[src/rtl/mem_port_arbiter.sv]
// Arbitrates one single-port memory bus between instruction fetch and MEM-stage load/store.
// It sequences bus accesses, holds returned data until the pipeline advances, and drives pipe_stall.
module mem_port_arbiter #(
  parameter int unsigned ADDR_W   = 32,
  parameter int unsigned DATA_W   = 32,
  parameter int unsigned MAX_WAIT = 15
) (
  input  logic                clk,
  input  logic                rst,
  input  logic                if_req,
  input  logic [ADDR_W-1:0]   if_addr,
  output logic [DATA_W-1:0]   if_rdata,
  output logic                if_ready,
  input  logic                bxx_flush,
  input  logic                m_mem_read,
  input  logic                m_mem_write,
  input  logic [ADDR_W-1:0]   m_addr,
  input  logic [DATA_W-1:0]   m_wdata,
  input  logic [DATA_W/8-1:0] m_wstrb,
  output logic [DATA_W-1:0]   m_rdata,
  output logic                m_ready,
  output logic                pipe_stall,
  output logic                bus_req,
  output logic                bus_we,
  output logic [ADDR_W-1:0]   bus_addr,
  output logic [DATA_W-1:0]   bus_wdata,
  output logic [DATA_W/8-1:0] bus_wstrb,
  input  logic [DATA_W-1:0]   bus_rdata,
  input  logic                bus_ack,
  output logic                bus_err
);

  localparam int unsigned STRB_W = DATA_W / 8;
  localparam int unsigned CNT_W  = $clog2(MAX_WAIT + 1);

  localparam logic [1:0] IDLE    = 2'd0;
  localparam logic [1:0] MEM_ACC = 2'd1;
  localparam logic [1:0] IF_ACC  = 2'd2;
  localparam logic [1:0] IF_DROP = 2'd3;

  logic [1:0]        state_q, state_d;
  logic              bus_req_q, bus_req_d;
  logic              bus_we_q, bus_we_d;
  logic [ADDR_W-1:0] bus_addr_q, bus_addr_d;
  logic [DATA_W-1:0] bus_wdata_q, bus_wdata_d;
  logic [STRB_W-1:0] bus_wstrb_q, bus_wstrb_d;
  logic [DATA_W-1:0] if_rdata_q, if_rdata_d;
  logic              if_ready_q, if_ready_d;
  logic [DATA_W-1:0] m_rdata_q, m_rdata_d;
  logic              m_ready_q, m_ready_d;
  logic              err_q, err_d;
  logic [CNT_W-1:0]  wait_q, wait_d;

  logic mem_need, if_need, timeout;

  assign mem_need   = (m_mem_read | m_mem_write) & ~m_ready_q;
  assign if_need    = if_req & ~if_ready_q & ~bxx_flush;
  assign pipe_stall = mem_need | if_need;
  // Abort once the access has spent MAX_WAIT cycles on the bus without an ack.
  assign timeout    = (wait_q == CNT_W'(MAX_WAIT - 1)) & ~bus_ack;

  always_comb begin
    state_d     = state_q;
    bus_req_d   = bus_req_q;
    bus_we_d    = bus_we_q;
    bus_addr_d  = bus_addr_q;
    bus_wdata_d = bus_wdata_q;
    bus_wstrb_d = bus_wstrb_q;
    if_rdata_d  = if_rdata_q;
    if_ready_d  = if_ready_q;
    m_rdata_d   = m_rdata_q;
    m_ready_d   = m_ready_q;
    err_d       = err_q;
    wait_d      = '0;

    // Served flags drop when the pipeline advances; a flush also kills a held fetch.
    if (!pipe_stall) begin
      m_ready_d  = 1'b0;
      if_ready_d = 1'b0;
    end
    if (bxx_flush) begin
      if_ready_d = 1'b0;
    end

    case (state_q)
      IDLE: begin
        if (mem_need) begin
          state_d     = MEM_ACC;
          bus_req_d   = 1'b1;
          bus_we_d    = m_mem_write;
          bus_addr_d  = m_addr;
          bus_wdata_d = m_mem_write ? m_wdata : '0;
          bus_wstrb_d = m_mem_write ? m_wstrb : '0;
        end else if (if_need) begin
          state_d     = IF_ACC;
          bus_req_d   = 1'b1;
          bus_we_d    = 1'b0;
          bus_addr_d  = if_addr;
          bus_wdata_d = '0;
          bus_wstrb_d = '0;
        end
      end
      MEM_ACC: begin
        if (bus_ack) begin
          state_d   = IDLE;
          bus_req_d = 1'b0;
          m_ready_d = 1'b1;
          if (!bus_we_q) begin
            m_rdata_d = bus_rdata;
          end
        end else if (timeout) begin
          state_d   = IDLE;
          bus_req_d = 1'b0;
          err_d     = 1'b1;
          m_ready_d = 1'b1;
          m_rdata_d = '0;
        end else begin
          wait_d = wait_q + CNT_W'(1);
        end
      end
      IF_ACC: begin
        if (bus_ack) begin
          state_d   = IDLE;
          bus_req_d = 1'b0;
          if (!bxx_flush) begin
            if_ready_d = 1'b1;
            if_rdata_d = bus_rdata;
          end
        end else if (timeout) begin
          state_d   = IDLE;
          bus_req_d = 1'b0;
          err_d     = 1'b1;
          if (!bxx_flush) begin
            if_ready_d = 1'b1;
            if_rdata_d = '0;
          end
        end else if (bxx_flush) begin
          // Bus request stays up; the eventual ack is swallowed in IF_DROP.
          state_d = IF_DROP;
        end else begin
          wait_d = wait_q + CNT_W'(1);
        end
      end
      IF_DROP: begin
        if (bus_ack) begin
          state_d   = IDLE;
          bus_req_d = 1'b0;
        end else if (timeout) begin
          state_d   = IDLE;
          bus_req_d = 1'b0;
          err_d     = 1'b1;
        end else begin
          wait_d = wait_q + CNT_W'(1);
        end
      end
      default: begin
        state_d   = IDLE;
        bus_req_d = 1'b0;
      end
    endcase
  end

  always_ff @(posedge clk or posedge rst) begin
    if (rst) begin
      state_q     <= IDLE;
      bus_req_q   <= 1'b0;
      bus_we_q    <= 1'b0;
      bus_addr_q  <= '0;
      bus_wdata_q <= '0;
      bus_wstrb_q <= '0;
      if_rdata_q  <= '0;
      if_ready_q  <= 1'b0;
      m_rdata_q   <= '0;
      m_ready_q   <= 1'b0;
      err_q       <= 1'b0;
      wait_q      <= '0;
    end else begin
      state_q     <= state_d;
      bus_req_q   <= bus_req_d;
      bus_we_q    <= bus_we_d;
      bus_addr_q  <= bus_addr_d;
      bus_wdata_q <= bus_wdata_d;
      bus_wstrb_q <= bus_wstrb_d;
      if_rdata_q  <= if_rdata_d;
      if_ready_q  <= if_ready_d;
      m_rdata_q   <= m_rdata_d;
      m_ready_q   <= m_ready_d;
      err_q       <= err_d;
      wait_q      <= wait_d;
    end
  end

  assign bus_req   = bus_req_q;
  assign bus_we    = bus_we_q;
  assign bus_addr  = bus_addr_q;
  assign bus_wdata = bus_wdata_q;
  assign bus_wstrb = bus_wstrb_q;
  assign if_rdata  = if_rdata_q;
  assign if_ready  = if_ready_q;
  assign m_rdata   = m_rdata_q;
  assign m_ready   = m_ready_q;
  assign bus_err   = err_q;

endmodule
[config.mk]
export PLATFORM = sky130hd
export DESIGN_NAME = mem_port_arbiter
export DESIGN_NICKNAME = d
export VERILOG_FILES = /design/src/rtl/mem_port_arbiter.sv
export SDC_FILE = /design/constraint.sdc
export NUM_CORES = 1
export LEC_CHECK = 0
export CAP_MARGIN = 25
export CORE_UTILIZATION = 41
export CTS_CLUSTER_SIZE = 14
export DETAILED_ROUTE_END_ITERATION = 7
export PLACE_DENSITY = 0.81
export REMOVE_ABC_BUFFERS = 1
export SETUP_SLACK_MARGIN = 0.2
export SYNTH_ARGS = -nofsm -noshare
export SYNTH_HDL_FRONTEND = slang
export SYNTH_SLANG_ARGS = --single-unit
[constraint.sdc]
create_clock -name clk -period 5.6 [get_ports clk]
set_input_delay 0.84 -clock clk [delete_from_list [all_inputs] [get_ports clk]]
set_output_delay 0.84 -clock clk [all_outputs]
set_load 0.01 [all_outputs]
Yosys cells after proc, flatten, opt, wreduce, memory -nomap -nowiden
Index checks and enable logic that the tools add are counted.
{"block": "op_classes", "n_addsub": 1, "n_eq_ne": 11, "mux": 46, "bitwise": 10, "reduce_logical": 11}
{"op": "32-bit two-way mux", "n": 12}
{"op": "4-bit two-way mux", "n": 8}
{"op": "1-bit two-way mux", "n": 16}
{"op": "2-bit two-way mux", "n": 7}
{"op": "3-bit AND reduction", "n": 3}
{"op": "4-bit one-hot mux with 2 select lines", "n": 1}
{"op": "2-bit != test (second input constant)", "n": 3}
{"op": "3-bit by 1-bit != test with 1-bit output (second input constant)", "n": 2}
{"op": "2-bit one-hot mux with 3 select lines", "n": 1}
{"op": "4-bit by 1-bit adder with 4-bit output (second input constant)", "n": 1}
{"op": "1-bit AND", "n": 4}
{"op": "2-bit == test (second input constant)", "n": 2}
{"op": "4-bit == test (second input constant)", "n": 1}
{"op": "4-bit != test (second input constant)", "n": 1}
{"op": "1-bit inverter", "n": 4}
{"op": "2-bit AND reduction", "n": 2}
{"op": "4-bit AND reduction", "n": 1}
{"op": "2-bit nonzero test", "n": 2}
{"op": "3-bit != test (second input constant)", "n": 1}
{"op": "3-bit OR reduction", "n": 1}
{"op": "2-bit by 1-bit == test with 1-bit output (second input constant)", "n": 1}
{"op": "2-bit zero test", "n": 1}
{"op": "1-bit bitwise OR", "n": 2}
{"op": "1-bit one-hot mux with 2 select lines", "n": 1}
{"op": "2-bit OR reduction", "n": 1}
{"block": "totals", "ff_bits": 143, "elab_cells": 91}

Logic depth before layout (Yosys ltp)
{"block": "depth", "ltp_word": 10, "ltp_mapped": 6, "ltp_nobuf": 5}

Least setup slack after synthesis
OpenSTA, ideal clock, no wires.
{"block": "synth_path", "kind": "in2out", "start": "input m_mem_write", "end": "output pipe_stall", "t_arrival_ns": 1.596, "t_required_ns": 4.760, "slack_ns": 3.164, "stages": 4, "n_path_buf": 2, "path_cell_list": "o21ba_1 -> buf_6 -> buf_6 -> or2_2"}
{"block": "synth_between", "elab_chain_cells": 3}
{"element": "from (decl)", "line": "16", "rtl": "input logic m_mem_write,"}
{"element": "1-bit bitwise OR", "line": "56", "rtl": "assign mem_need = (m_mem_read | m_mem_write) & ~m_ready_q;"}
{"element": "1-bit AND", "line": "56"}
{"element": "1-bit bitwise OR", "line": "58", "rtl": "assign pipe_stall = mem_need | if_need;"}
{"element": "to (decl)", "line": "22", "rtl": "output logic pipe_stall,"}
Every way passes these cells.

Final worst setup path
Same ends and word-level chain as after synthesis.

==> summary.md <==
| Metric | Value |
|---|---|
| Max Clock Freq | approximately 270 MHz |
| RSZ-0062 raised after global routing | false |
| Area Growth Syn to Fin | 60.0% |
| Slowest cell on the critical path | o21ba_2 |
| Drt pass-1 iters | 5 |
| GRT Total Usage | between 20% and 30% |
| Crit path required time | ~4.8 ns |
| Nets@finish | roughly 800 |
| Post-CTS setup buffers | 0 |
| Post-synthesis area per instance | 14.9 um2 |
| Synth cell types | 33 |
| GR Overflow Total | 0 |
| Post-CTS Resized | 0 |
| Clk Latency, worst-skew pair | 0.42 ns |
| Share of cells above drive strength 1 | between 10% and 20% |
| Via/cell ratio | 5.41 |
| DRT iter0 DRCs | roughly 320 |
| Syn Std Cell Area | 5760 um2 |
| First-pass GRT wire length | 26.3 mm |
| Core Rows | 42 |
| Core box area | 13,500 um2 |
| Synth warn | 0 |
| Final Power | 5.11 mW |
| Max-slew headroom | between 30% and 40% |
| Hold_buf cts | 0 |
| Tmin final | between 3 and 4 ns |
| DR vias | around 4,600 |
| Crit-path leading delay family | buffers and inverters |
| Setup total negative slack | 0 ns |
| Placed Cells incl. Taps | roughly 810 |
| VDD IR max | ~0.40 mV |
| Max-cap violation count | 0 |
| Final GP Congestion | ~0.77 |
| Critical path, cell by cell | clkdlybuf4s50_1 -> o21ba_2 -> or2_2 -> clkdlybuf4s50_1 |
| TritonCTS clock tree | done |
| Setup Crit Path Kind | in -> out |
| Setup Slack @ Placement | about 1.8 ns |
| LEAKAGE | between 3 and 4 nW |
| Yosys reg bits | about 140 |
| Mapped Cells | 387 |
| Clock-pin slew on the worst setup and hold paths | 0.06 ns |
| Most frequent cells in the layout | clkdlybuf4s50_1, dfrtp_1, a32o_1 |
| Clk sinks | 143 |
| Critical Path Start Type | input port |
| Max-slew violations | 0 |
| Vias in the first global route | around 4,800 |
| Setup-failing EPs final | 0 |
| # DRC | 0 |
| Post-DP HPWL | ~12 mm |
| Die Footprint | around 15,000 um2 |
| Cts bufs inserted | 17 |
| Endpoint class of the critical path | primary output |
| Worst Max-Slew Pin Slew | about 1.0 ns |
| Routed WL | between 15 and 20 mm |
| Final Hold Vio Count | 0 |
| Crit share post-route | between 60 and 70% |
| Most used cell, CP | clkdlybuf4s50_1 |
| Final std cells w/o fill | ~840 |
| CTS H-tree depth | 4 |
| Hold crit path type | reg -> reg |
| Buf/Inv on CP | 2 |
| Root Driver | clkbuf_16 |
| Clock Path Buffers | 2 |
| Sequential cell area fraction in the yosys report | between 60 and 70% |
| Wire per inst | around 20 um |
| Chip width | 121 um |
| Die Ht | ~120 um |
| # IOs | 277 |
| Post-route ant nets | 0 |
| Diodes inserted | 0 |
| Maximum fanout along the worst path | 35 |
| Commonest non-fill, non-tap cell in the layout | clkdlybuf4s50_1 |
| Setup ws final | 1.83 ns |
| Clk_skew | between 0.009 and 0.01 ns |
| Initial antenna violation count | 0 |
| WP data arrival | roughly 2.9 ns |
| IO Port Bufs | roughly 280 |
| Outcome | complete, no violations |
| PD cells | about 550 nW/um2 |
| Pin count of the biggest net entering global routing | approximately 110 |
| Crit-path max cell delay | roughly 0.80 ns |
| Starting Density | around 43% |
synthesized netlist by cell type, drive strengths merged:
cell | number | area share, %
a21o | 1 | 0.13
a21oi | 2 | 0.17
a22o | 36 | 5.5
a22oi | 1 | 0.13
a31o | 1 | 0.15
a31oi | 1 | 0.11
a32o | 64 | 11
a41o | 1 | 0.17
buf | 23 | 2.6
clkbuf | 11 | 0.72
dfrtp | 143 | 62
ha | 2 | 0.43
inv | 3 | 0.20
mux2 | 64 | 13
nand2 | 5 | 0.33
nand2b | 2 | 0.22
nand3 | 2 | 0.17
nor2 | 6 | 0.43
nor2b | 3 | 0.33
nor3b | 2 | 0.54
nor4b | 1 | 0.41
o21ai | 8 | 0.89
o21ba | 1 | 0.17
o21bai | 1 | 0.13
or2 | 1 | 0.11
xnor2 | 1 | 0.15
xor2 | 1 | 0.15
power by group:
part           switching [mW]  total (mW)  leakage [nW]  internal (mW)
Clock                   0.422        1.09         0.269          0.670
Combinational           0.895        2.23          1.77           1.33
Sequential              0.290        1.79          1.80           1.50
Total                    1.61        5.11          3.84           3.50
registers in the layout (all words and copies together) (netlist names), 2 cells and up:
| name | cells |
|---|---|
| bus_addr | 32 |
| bus_wdata | 32 |
| if_rdata | 32 |
| m_rdata | 32 |
| bus_wstrb | 4 |
| wait_q | 4 |
| state_q | 2 |
area by class of cell:
type                    instances  area (um2)
clock inverters                11         118
repair buffers                285        2850
inverters                       3        16.3
flip-flops and latches        143        3580
multi-input cells             207        1990
clock buffers                  19         453
fillers                      1004        4230
well taps                     176         220
final timing paths:
path / from / end / slack (ns) / depth (start not counted)
setup / recovery: m_mem_write / pipe_stall / 1.83 / 4
hold / removal: bus_err$_DFFE_PP0P_ / bus_err$_DFFE_PP0P_ / 0.47 / 1
setup reg to reg: m_ready$_DFF_PP0_ / bus_addr[24]$_DFFE_PP0P_ / 3.02 / 4
hold reg to reg: bus_err$_DFFE_PP0P_ / bus_err$_DFFE_PP0P_ / 0.47 / 1
max in group asynchronous: rst / bus_addr[9]$_DFFE_PP0P_ / 3.61 / 4
min in group asynchronous: rst / if_rdata[20]$_DFFE_PP0P_ / 0.80 / 2
kinds of logic (layout without fill, tap and decap cells):
group / count (synthesis) / after routing / synth area share [%]
AND/OR/NAND/NOR: 22 / 22 / 2.54
multiplexers: 64 / 64 / 12.5
adder cells (fa/ha/maj): 2 / 2 / 0.434
buffers and inverters: 37 / 318 / 3.47
XOR/XNOR: 2 / 2 / 0.304
AO/OA/AOI/OAI: 117 / 117 / 18.6
flip-flops: 143 / 143 / 62.1
per-layer routing:
metal | up-vias | track usage [%] | part of all wire, %
met5 | - | 0 | 0
met4 | 0 | 8.33 | 1.7
met3 | 23 | 8.49 | 6.9
met2 | 183 | 39.8 | 52
met1 | 2319 | 28.6 | 39
li1 | 2038 | - | -
through the flow:
| stage | utilization, % | hold WS (ns) | cell area (um2) |
|---|---|---|---|
| 6_report | 68.5 | 0.470 | 9220 |
| 5_1_grt | 68.5 | 0.481 | 9220 |
| 4_1_cts | 68.3 | 0.472 | 9190 |
| 3_5_place_dp | 64.1 | 0.458 | 8620 |
| 3_3_place_gp | 64.1 | 0.454 | 8620 |
| 2_1_floorplan | - | 0.454 | 5570 |
(Power assumes the default switching activity.)
